File: config.mk
export PLATFORM = sky130hd
export DESIGN_NAME = uart_rx
export DESIGN_NICKNAME = d
export VERILOG_FILES = /design/src/rtl/uart_rx.sv
export SDC_FILE = /design/constraint.sdc
export NUM_CORES = 1
export LEC_CHECK = 0
export ABC_AREA = 0
export CORE_ASPECT_RATIO = 1.25
export CORE_MARGIN = 2
export CORE_UTILIZATION = 57
export DETAILED_ROUTE_END_ITERATION = 10
export MAX_ROUTING_LAYER = met4
export PLACE_DENSITY_LB_ADDON = 0.2
export SYNTH_ARGS = -nofsm -noshare
export SYNTH_HDL_FRONTEND = slang
export SYNTH_SLANG_ARGS = --single-unit
File: constraint.sdc
create_clock -name clk -period 2.6 [get_ports clk]
set_input_delay 0.78 -clock clk [delete_from_list [all_inputs] [get_ports clk]]
set_output_delay 0.78 -clock clk [all_outputs]
set_load 0.01 [all_outputs]
File: src/rtl/uart_rx.sv
// uart_rx: 8N1 UART receiver with mid-bit sampling, frame error and overrun reporting
module uart_rx #(
  parameter int clk_freq  = 1000000,
  parameter int baud_rate = 9600
) (
  input  logic       clk,
  input  logic       reset,
  input  logic       rx,
  input  logic       rx_read,
  output logic [7:0] rx_data,
  output logic       rx_valid,
  output logic       frame_error,
  output logic       overrun,
  output logic       busy
);
  localparam int CPB  = clk_freq / baud_rate;
  localparam int HALF = CPB / 2;
  localparam logic [15:0] CPB_M1  = 16'(CPB - 1);
  localparam logic [15:0] HALF_M1 = 16'(HALF - 1);
  if (CPB < 4 || CPB > 65535) begin : g_bad_cpb
    $error("uart_rx: clk_freq/baud_rate must be within 4..65535");
  end
  typedef enum logic [2:0] {IDLE, START, DATA, STOP, WAIT_HIGH} state_t;
  state_t      state;
  logic [15:0] cnt;
  logic [2:0]  idx;
  logic [7:0]  shift;
  logic [1:0]  sync;
  logic        rx_sync;
  assign rx_sync = sync[1];
  assign busy    = state != IDLE;
  always_ff @(posedge clk or posedge reset) begin
    if (reset) begin
      state       <= IDLE;
      cnt         <= '0;
      idx         <= '0;
      shift       <= '0;
      sync        <= 2'b11;
      rx_data     <= '0;
      rx_valid    <= 1'b0;
      frame_error <= 1'b0;
      overrun     <= 1'b0;
    end else begin
      sync        <= {sync[0], rx};
      frame_error <= 1'b0;
      overrun     <= 1'b0;
      if (rx_read && rx_valid) rx_valid <= 1'b0;
      case (state)
        IDLE: if (!rx_sync) begin
          state <= START;
          cnt   <= '0;
        end
        START: if (cnt == HALF_M1) begin
          cnt   <= '0;
          idx   <= '0;
          state <= rx_sync ? IDLE : DATA;
        end else cnt <= cnt + 16'd1;
        DATA: if (cnt == CPB_M1) begin
          cnt   <= '0;
          shift <= {rx_sync, shift[7:1]};
          idx   <= idx + 3'd1;
          if (idx == 3'd7) state <= STOP;
        end else cnt <= cnt + 16'd1;
        STOP: if (cnt == CPB_M1) begin
          cnt <= '0;
          if (rx_sync) begin
            rx_data  <= shift;
            rx_valid <= 1'b1;
            overrun  <= rx_valid && !rx_read;
            state    <= IDLE;
          end else begin
            frame_error <= 1'b1;
            state       <= WAIT_HIGH;
          end
        end else cnt <= cnt + 16'd1;
        WAIT_HIGH: if (rx_sync) state <= IDLE;
        default: state <= IDLE;
      endcase
    end
  end
endmodule

==> results of run 1 <==
final timing paths:
kind	slack, ps	cells after the start	end	start
max	110	2	busy	state[0]
min	360	0	sync[1]	sync[0]
max reg2reg	380	6	cnt[9]	cnt[1]
min reg2reg	360	0	sync[1]	sync[0]
max in group asynchronous	1310	3	sync[1]	reset
min in group asynchronous	920	3	cnt[6]	reset
stage by stage:
| stage | instances | setup WS, ps |
|---|---|---|
| 2_1_floorplan | 197 | 570 |
| 3_3_place_gp | 246 | 469 |
| 3_5_place_dp | 246 | 412 |
| 4_1_cts | 254 | 107 |
| 5_1_grt | 254 | 51.2 |
| 6_report | 254 | 105 |
cells in the final DEF, fill, tap and decap left out, drive strengths merged, types with 2 or more instances in the layout:
cell type,instances
nand2,18
nand3,7
nand4,5
nor3,6
and4,3
dfrtp,41
a31oi,7
nand2b,4
a21oi,8
inv,7
and2,5
a21o,3
o21ai,11
nor4,3
a22o,3
mux2,17
nor4bb,2
nor4b,3
clkdlybuf4s50,15
and3,2
a41o,2
clkbuf,6
nor2,9
ha,4
dfstp,2
or3,6
mux2i,3
power by group:
group	switching (W)	total (W)	internal, W
sequential	0.00000220	0.000673	0.000671
clock	0.000229	0.000446	0.000217
combinational	0.0000127	0.0000182	0.00000555
total	0.000244	0.00114	0.000893
routing by layer:
layer	routed length [um]	share of wire	track usage
met3	175	0.043	0.0570
met4	69	0.017	0.0985
met5	0	0	-
met2	2150	0.52	0.370
met1	1720	0.42	0.274
final cells by class:
cell class | count | area share
repair buffers | 16 | 0.0655
well taps | 39 | 0.0203
multi-input cells | 141 | 0.415
clock inverters | 2 | 0.00675
inverters | 7 | 0.0109
clock buffers | 6 | 0.0343
flip-flops and latches | 43 | 0.448
cells by family (layout without fill, tap and decap cells):
kind of cell | after synthesis | after routing | share of synthesized area
adders and majority gates | 4 | 4 | 0.0234
AOI/OAI and AO/OA | 38 | 38 | 0.112
muxes | 20 | 20 | 0.103
and+or+nand+nor | 78 | 78 | 0.223
xor gates and xnor gates | 1 | 1 | 0.00409
buffers and inverters | 13 | 31 | 0.0309
DFF | 43 | 43 | 0.503
state kept, by name (all words and copies together) (netlist names):
register     cells
cnt             16
frame_error      1
rx_valid         1
idx              3
rx_data          8
shift            8
overrun          1
sync             2
state            3
==> impl_metrics.env, run 1 <==
export IMPL_cp_slowest_stage_delay_ps=530
export IMPL_path_delay_family="flip-flops"
export IMPL_synth_edf_count=0
export IMPL_synth_cell_area_sq_mm=0.00214
export IMPL_fp_dieH_um=72.6
export IMPL_finalSetupViolCount=0
export IMPL_post_cts_resized=0
export IMPL_yosysUniqueCellTypes=46
export IMPL_port_buffers=15
export IMPL_crit_path_end_kind="output port"
export IMPL_via_per_inst=6.17
export IMPL_crit_slowest_cell="dfrtp_1"
export IMPL_critPathMaxFanout=12
export IMPL_grt_overflow=0
export IMPL_grt_pass1_wl_mm=7.31
export IMPL_cts_sinks=43
export IMPL_min_path_type="reg2reg"
export IMPL_async_flop_share=1.00
export IMPL_final_area_sq_mm=0.00241
export IMPL_grt_max_degree=44
export IMPL_vdd_drop_max_mv=0.410
export IMPL_hold_viol_final=0
export IMPL_period_share=0.960
export IMPL_numCtsBuffers=5
export IMPL_synth_top_area_frac=0.479
export IMPL_synthCells=197
export IMPL_path_buf_inv=1
export IMPL_yosys_register_bits=43
export IMPL_clk_latency_ps=300
export IMPL_antenna_found_initial=0
export IMPL_start_util=0.605
export IMPL_fp_dieW_um=58.8
export IMPL_track_usage=0.231
export IMPL_ys_seq_area_frac=0.503
export IMPL_synth_main_ff_cell="dfrtp_1"
export IMPL_path_cells="or3_1 > clkdlybuf4s50_1"
export IMPL_setup_tns_ps=0
export IMPL_cts_setup_buffers=0
export IMPL_drt_iter0_drc=93
export IMPL_layout_min_cycle_time_ps=2490
export IMPL_yosysTopAreaCell="dfrtp_1"
export IMPL_grt_pass1_vias=1609
export IMPL_cts_tree="done"
export IMPL_syn_nets=205
export IMPL_status="complete, no violations"
export IMPL_place_area_sq_mm=0.00231
export IMPL_cp_start_kind="flip-flop"
export IMPL_wirelength_mm=4.11
export IMPL_crit_type="reg2out"
export IMPL_fin_nets=222
export IMPL_post_dp_hpwl_mm=2.88
export IMPL_root_buffer="clkbuf_8"
export IMPL_cts_max_level=2
export IMPL_slew_viol_final=0
export IMPL_gp_congestion=0.849
export IMPL_clk_pin_slew_ps=80
export IMPL_num_io_pins=16
export IMPL_fin_util=0.680
export IMPL_worst_slew_pin_slew_ps=541
export IMPL_critPathArrivalTime_ps=1710
export IMPL_drive_gt1_frac=0.172
export IMPL_drc=0
export IMPL_power_w=0.00114
export IMPL_coreArea_sq_mm=0.00354
export IMPL_n_fill_cell=266
export IMPL_syn_area_per_cell_sq_um=10.9
export IMPL_dr_pass1_iters=4
export IMPL_via_count=1568
export IMPL_yosysWarningCount=0
export IMPL_die_area_sq_mm=0.00427
export IMPL_clockBufferDepth=2
export IMPL_seq_area_sq_mm=0.00108
export IMPL_rsz0062_at_grt="false"
export IMPL_layout_area_overhead_vs_synth_pct=12.4
export IMPL_ys_top_cells_by_count="dfrtp_1 (41), mux2_2 (17), nand2_1 (17), o21ai_0 (11), nor2_1 (9)"
export IMPL_multi_input_area_sq_um=998
export IMPL_yosys_top_cells_area="dfrtp_1 (48%), mux2_2 (8.9%), nand2_1 (3.0%)"
export IMPL_hold_buffers=0
export IMPL_whs_ps=359
export IMPL_cp_required_ps=1820
export IMPL_clock_fmax_mhz=401
export IMPL_leakagePower_nw=1.16
export IMPL_core_rowCount=24
export IMPL_post_drt_wl_per_cell_um=16.2
export IMPL_maxCapViolCount=0
export IMPL_fin_skew_ps=4.83
export IMPL_relSlewSlack=0.639
export IMPL_synth_most_common_cell="dfrtp_1"
export IMPL_p_per_area_mw_per_mm2=472
export IMPL_drtAntennaViolNets=0
export IMPL_num_antenna_cells=0
No activity file was read; power rests on OpenSTA's default activity.
==> run 2, diff against run 1 <==
- PLACE_DENSITY: default -> 0.84
- PLACE_DENSITY_LB_ADDON: 0.2 -> default
==> run 2 against run 1 <==
Effect of this change: utilization increased by 0.81 points; sequential power about the same; count of clock-buffer cells in the layout decreased by 1; die area unchanged; clock power increased by 16%; total power increased by 6.4%; combinational power increased by 10%; sequential share of layout area decreased by 0.53 points; hold slack about the same; routed wire length increased by 1.9%; sequential cell count unchanged; final cell count increased by 0.79%.
==> impl_metrics.env, run 2 (same netlist as run 1, synthesis figures left out) <==
export IMPL_clockBufferDepth=2
export IMPL_period_share=0.946
export IMPL_gp_congestion=0.908
export IMPL_cts_tree="done"
export IMPL_post_cts_resized=0
export IMPL_finalSetupViolCount=0
export IMPL_place_ws_ps=410
export IMPL_p_per_area_mw_per_mm2=497
export IMPL_layout_min_cycle_time_ps=2460
export IMPL_core_rowCount=24
export IMPL_grt_pass1_vias=1657
export IMPL_drive_gt1_frac=0.180
export IMPL_critPathMaxFanout=12
export IMPL_min_path_type="reg2reg"
export IMPL_final_cell_mix="dfrtp_1 (41), mux2_2 (17), nand2_1 (17), clkdlybuf4s50_1 (15), o21ai_0 (11)"
export IMPL_slew_viol_final=0
export IMPL_largest_reg_flops=16
export IMPL_vdd_drop_max_mv=0.453
export IMPL_num_antenna_cells=0
export IMPL_start_util=0.605
export IMPL_final_common_cell="dfrtp_1"
export IMPL_drt_iter0_drc=134
export IMPL_r2r_end="rx_data[4]"
export IMPL_track_usage=0.233
export IMPL_crit_slowest_cell="dfrtp_1"
export IMPL_cp_depth=2
export IMPL_num_io_pins=16
export IMPL_grt_pass1_wl_mm=7.38
export IMPL_fin_skew_ps=11.2
export IMPL_layout_area_overhead_vs_synth_pct=13.7
export IMPL_worst_slew_pin_slew_ps=526
export IMPL_post_dp_hpwl_mm=3.02
export IMPL_cp_start_kind="flip-flop"
export IMPL_path_buf_inv=1
export IMPL_wirelength_mm=4.18
export IMPL_cts_setup_buffers=0
export IMPL_clk_pin_slew_ps=90
export IMPL_final_cells=256
export IMPL_fp_dieH_um=72.6
export IMPL_cp_slowest_stage_delay_ps=530
export IMPL_numCtsBuffers=5
export IMPL_critPathCapture="busy"
export IMPL_reg2reg_slack_ps=360
export IMPL_hold_viol_final=0
export IMPL_r2r_start="cnt[8]"
export IMPL_clock_fmax_mhz=406
export IMPL_grt_overflow=0
export IMPL_path_cells="or3_1 > clkdlybuf4s50_1"
export IMPL_grt_max_degree=25
export IMPL_path_delay_family="flip-flops"
export IMPL_status="complete, no violations"
export IMPL_hold_buffers=0
export IMPL_port_buffers=15
export IMPL_setup_tns_ps=0
export IMPL_cts_max_level=2
export IMPL_crit_type="reg2out"
export IMPL_coreArea_sq_mm=0.00354
export IMPL_fp_dieW_um=58.8
export IMPL_rsz0062_at_grt="false"
export IMPL_fin_util=0.688
export IMPL_cp_required_ps=1820
export IMPL_via_count=1594
export IMPL_maxCapViolCount=0
export IMPL_leakagePower_nw=1.18
export IMPL_cp_startpoint="state[0]"
export IMPL_reg_top3="cnt (16), rx_data (8), shift (8)"
export IMPL_via_per_inst=6.23
export IMPL_post_place_cells=248
export IMPL_fin_nets=224
export IMPL_root_buffer="clkbuf_8"
export IMPL_r2r_cells=5
export IMPL_post_drt_wl_per_cell_um=16.3
export IMPL_drc=0
export IMPL_timing_final_ws_setup_ps=139
export IMPL_relSlewSlack=0.648
export IMPL_die_area_sq_mm=0.00427
export IMPL_cts_sinks=43
export IMPL_crit_path_end_kind="output port"
export IMPL_regMostFlops="cnt"
export IMPL_clk_latency_ps=310
export IMPL_antenna_found_initial=0
export IMPL_critPathArrivalTime_ps=1680
export IMPL_dr_pass1_iters=4
export IMPL_drtAntennaViolNets=0
-- run 2: cell count changes in the layout (fill, tap and decap cells not counted) --
cell | before | now
clkbuf_8 | 6 | 5
bufinv_16 | 0 | 1
clkinvlp_4 | 1 | 0
clkinv_2 | 0 | 1
buf_4 | 1 | 3
-- run 2: cell type report --
type                       instances  area, sq um
clock buffer                       5         68.8
clock inverter                     3         43.8
fill                             268         1110
inverter                           7         26.3
multi-input combinational        141          998
sequential                        43         1080
tap                               39         48.8
timing repair buffer              18          173
-- run 2: worst min path at each step --
stage / startpoint / to / slack, ps / cells after the start
2_1_floorplan: sync[0] / sync[1] / 350 / 0
3_5_place_dp: sync[0] / sync[1] / 350 / 0
4_1_cts: sync[0] / sync[1] / 360 / 0
3_3_place_gp: sync[0] / sync[1] / 350 / 0
6_report: sync[0] / sync[1] / 360 / 0
5_1_grt: sync[0] / sync[1] / 370 / 0
-- run 2: power breakdown --
part | internal (W) | switching [W] | leakage (nW)
clock network | 0.000286 | 0.000231 | 0.0581
registers | 0.000671 | 0.00000205 | 0.579
logic | 0.00000657 | 0.0000135 | 0.539
total | 0.000963 | 0.000247 | 1.18
-- run 2: routing by layer --
metal,vias up,global-route usage,part of all wire
met5,-,-,0
met4,0,0.0808,0.018
met3,9,0.0481,0.037
met2,40,0.390,0.52
met1,786,0.276,0.42
li1,759,-,-
-- run 2: stage by stage --
| step | hold slack (ps) | cell area (sq um) | total power (W) |
|---|---|---|---|
| after global placement | 347 | 2320 | 0.000706 |
| after detailed placement | 351 | 2320 | 0.000707 |
| after global routing | 367 | 2440 | 0.00124 |
| final | 360 | 2440 | 0.00121 |
| after floorplan | 345 | 2140 | 0.000696 |
| after CTS | 363 | 2440 | 0.00122 |
-- run 2: worst register-to-register path, stage by stage, from the launching register on --
cell	delay (ps)
dfrtp_1	490
nor4_1	480
nor4b_4	350
and2_2	260
nand4_4	210
mux2_2	350
==> run 3, diff against run 2 <==
- ABC_CLOCK_PERIOD_IN_PS: default -> 2600
==> results of run 3 <==
The final DEF is identical to that of run 2; final timing and power are the same.
==> edit 1: new RTL, flow settings as in run 1 <==
Encoding of `state_t`: now one-hot (5 bits for 5 states).
--- a/src/rtl/uart_rx.sv
+++ b/src/rtl/uart_rx.sv
@@ -21,5 +21,5 @@
     $error("uart_rx: clk_freq/baud_rate must be within 4..65535");
   end
-  typedef enum logic [2:0] {IDLE, START, DATA, STOP, WAIT_HIGH} state_t;
+  typedef enum logic [4:0] {IDLE = 5'b00001, START = 5'b00010, DATA = 5'b00100, STOP = 5'b01000, WAIT_HIGH = 5'b10000} state_t;
   state_t      state;
   logic [15:0] cnt;
Behaviour: no difference found for any inputs over 10 cycles, from zero or initial values and one cycle with reset high; not proved beyond that.
==> edit 1 against run 1 <==
- sequential cell count is 2 higher
- routed wire length increased by 4.8%
- area after synthesis up 5.6%
- setup slack better by 0.65 ps
- via count increased by 4.4%
- final area increased by 6.0%
- worst hold slack gained 4.0 ps
Power is not compared: it rests on default switching activity, and its combinational part moved more than twofold at a synthesized area within 25%.
==> edit 1: results (changes against run 1) <==
GRT
  – Largest net degree at the start of global routing: 46 (+4.5%)
  – Number of global-route vias before repair: 1,673 (+4.0%)
  – GRT Util Overall: 0.2285 (-0.002315)
  – Met2 usage: 0.3949 (+0.02456)
  – Met1 Use GR: 0.2477 (-0.02649)
  – Global-route wire length before repair: 7417 um (+1.4%)
  – M3 GR Usage: 0.04522 (-0.01182)

Synthesis
  – Synth area leaders: dfrtp_1 46%, mux2_4 5.3%, mux2_2 4.5%
  – Post-synth top cells: 42 x dfrtp_1, 17 x nand2_1, 9 x a21oi_1, 9 x mux2_2, 9 x nand3_1
  – Post-synthesis cell count: 193 (-2.0%)
  – Sequential-to-total area share from yosys stat: 0.4992 (-0.004040)
  – Yosys cell types: 52 (+13%)
  – Syn Nets: 200 (-2.4%)

Worst setup path
  – Max incr delay on CP: 600 ps (+70 ps)
  – Worst-path maximum fanout: 8 (-4)
  – Worst path slowest cell: dfstp_2
  – WP data arrival: 1710 ps (about the same)

Placement
  – Final GP Congestion: 0.9910 (+17%)
  – Cell count after placement: 260 (+5.7%)
  – Pre-CTS WS: 325.1 ps (-86.57 ps)
  – Placed instance area: 2460 um2 (+6.5%)
  – Final HPWL DP: 3110 um (+8.0%)

CTS
  – # resized after CTS: 0 (unchanged)
  – Hold-fix buffers, CTS: 0 (unchanged)

Route
  – Vias: 1,637 (+4.4%)
  – Routed wire length: 4305 um (+4.8%)
  – DR iter-0 viols: 107 (+15%)

Final layout
  – Layout cells sized above 1: 0.2150 (+0.04286)
  – Final Instance Count excl. Fillers: 268 (+5.5%)
  – # nets final: 220 (-0.90%)

STA
  – Clk_skew: 3.889 ps (-0.9447 ps)
  – Slew HR: 0.5967 (-0.04189)
  – Max Slew Vio Count: 0 (unchanged)

Power and ir drop
  – Lkg Pwr: 1.112 nW

Status
  – Status: complete, no violations
edit 1: cell count changes in the layout (fill, tap and decap cells not counted), sizes merged, moves of 3 or more:
cell | before | now
o21ai | 11 | 6
o31ai | 1 | 6
or3 | 6 | 1
a22o | 3 | 7
a41oi | 0 | 4
xnor2 | 0 | 4
and2 | 5 | 2
buf | 1 | 4
inv | 7 | 4
edit 1: layout make-up:
type                    count  area [um2]
clock inverters             3       25.02
well taps                  54       67.56
repair buffers             19       180.2
inverters                   3       11.26
clock buffers               5       68.82
fillers                   296        1231
multi-input cells         139        1071
flip-flops and latches     45        1130
edit 1: path summary, 6_finish.rpt:
kind                       depth (start not counted)  slack (ps)    endpoint      from
max reg2reg                                        6         310  rx_data[6]    cnt[0]
min                                                0         360     sync[1]   sync[0]
min in group asynchronous                          3         910  rx_data[7]     reset
max                                                3         110        busy  state[0]
min reg2reg                                        0         360     sync[1]   sync[0]
max in group asynchronous                          3        1300    state[0]     reset
edit 1: where the power goes:
part           leakage [nW]  switching (mW)  internal (mW)  total [mW]
registers             0.612          0.0828          0.753       0.836
clock network        0.0447           0.245          0.194       0.439
logic                 0.455           0.285          0.196       0.481
total                  1.11           0.613           1.14        1.76
edit 1: kinds of logic after synthesis:
kind of cell	synth area share
simple gates	0.1813
mux	0.1023
fa+ha+maj	0.01659
flops	0.4992
buf+inv	0.02764
xor+xnor	0.01548
compound gates	0.1575
edit 1: routing by layer:
| layer | share of wire | up-vias |
|---|---|---|
| li1 | - | 765 |
| met3 | 0.034 | 10 |
| met5 | 0 | - |
| met4 | 0.020 | 0 |
| met2 | 0.53 | 41 |
| met1 | 0.42 | 821 |
edit 1: worst max-delay path: cells and delay by family, from the launching register on:
family	cells	cell delay (ps)
buffers and inverters	1	490
AND/OR/NAND/NOR	2	330
flip-flops	1	600
==> edit 2: new RTL, config.mk and constraints of run 1 <==
Made on the original files. The parameter `baud_rate` goes from 9600 to 8192.
--- a/src/rtl/uart_rx.sv
+++ b/src/rtl/uart_rx.sv
@@ -2,5 +2,5 @@
 module uart_rx #(
   parameter int clk_freq  = 1000000,
-  parameter int baud_rate = 9600
+  parameter int baud_rate = 8192
 ) (
   input  logic       clk,
Check against the original RTL: same outputs for any inputs over 10 cycles, from zero or initial values and one cycle with reset high; that may be too few to reach the edited logic, so the function may still have changed.
==> edit 2 against run 1 <==
- the flow now finishes with violations (design-rule violations)
- critical path depth unchanged
- clock power grew 34%
- clock skew hardly changed
- power up 14%
- routed wire length decreased by 2.2%
- non-clock buffer count up 4
- sequential cell count did not move
- setup slack improved by 67 ps
- area after synthesis decreased by 0.93%
- global-route usage is 0.72 points lower
- final area grew 2.1%
- combinational power is 9.9% higher
- largest cell class unchanged
==> edit 2: results (changes against run 1) <==
GRT
  – Number of global-route vias before repair: 1,526 (-5.2%)
  – GRT Util Overall: 0.2236 (-0.007217)
  – Global-route wire length before repair: 6975 um (-4.6%)
  – M3 GR Usage: 0.04813 (-0.008913)
  – Largest net degree at the start of global routing: 31 (-30%)
  – Met2 usage: 0.3808 (+0.01040)

Status
  – Status: complete, but fails checks
  – Violated checks: design-rule violations

Route
  – TritonRoute pass-1 iters: 7 (+3)
  – Vias: 1,552 (-1.0%)
  – Met3 wire len: 188 um (+7.4%)
  – # DRC: 2 (+2)
  – Met2 WL post-DR: 2181 um (+1.6%)

Worst setup path
  – Max incr delay on CP: 480 ps (-50 ps)
  – Crit path max-delay family: buffers and inverters
  – R2R cell count: 5 (-1)
  – R2r startpoint: cnt[12]

Synthesis
  – Post-synth top cells: 41 x dfrtp_1, 17 x mux2_2, 17 x nand2_1
  – Syn Nets: 210 (+2.4%)
  – Sequential-to-total area share from yosys stat: 0.5080 (+0.004744)
  – Mux cell area share after synthesis: 0.09959 (-0.003740)
  – Adder-cell share of the synthesized area: 0.02946 (+0.006113)
  – Yosys cell types: 41 (-11%)
  – Xor/xnor share of the synthesized area: 0.008250 (+0.004163)
  – Post-synthesis cell count: 201 (+2.0%)

Final layout
  – Final Instance Count excl. Fillers: 260 (+2.4%)
  – # nets final: 229 (+3.2%)
  – Layout cells sized above 1: 0.1946 (+0.02248)

Power and ir drop
  – Peak VDD IR: 0.0004168 V (+1.6%)

Placement
  – Final GP Congestion: 0.8413 (-0.91%)
  – Placed instance area: 2321 um2 (+0.49%)
  – Pre-CTS WS: 262.7 ps (-148.9 ps)
  – Final HPWL DP: 2955 um (+2.7%)

STA
  – Slew HR: 0.6016 (-0.03699)
-- edit 2: changes by cell type after synthesis, moves of 3 or more --
cell / before / now
nor3_1: 6 / 9
nor4_1: 3 / 0
clkbuf_1: 2 / 5
a31oi_1: 7 / 4
inv_1: 7 / 12
a21oi_1: 8 / 13
-- edit 2: area by class of cell --
class                           instances  area (um2)
Multi-Input combinational cell        138       967.2
Timing Repair Buffer                   20       187.7
Sequential cell                        43        1079
Clock inverter                          2       60.06
Fill cell                             273        1084
Clock buffer                            6       72.57
Tap cell                               39       48.80
Inverter                               12       45.04
-- edit 2: repair_timing --
item,CTS,global route
hold buffers,0,0
gates resized for setup,0,1
hold endpoints to repair,0,0
setup endpoints to repair,0,2
buffers inserted,0,0
-- edit 2: power by group through the flow --
stage,registers [mW],logic (mW),clock network (mW)
global route,0.673,0.0235,0.643
finish,0.673,0.0200,0.598
global placement,0.686,0.0201,0
detailed placement,0.686,0.0213,0
floorplan,0.684,0.0125,0
CTS,0.673,0.0214,0.611
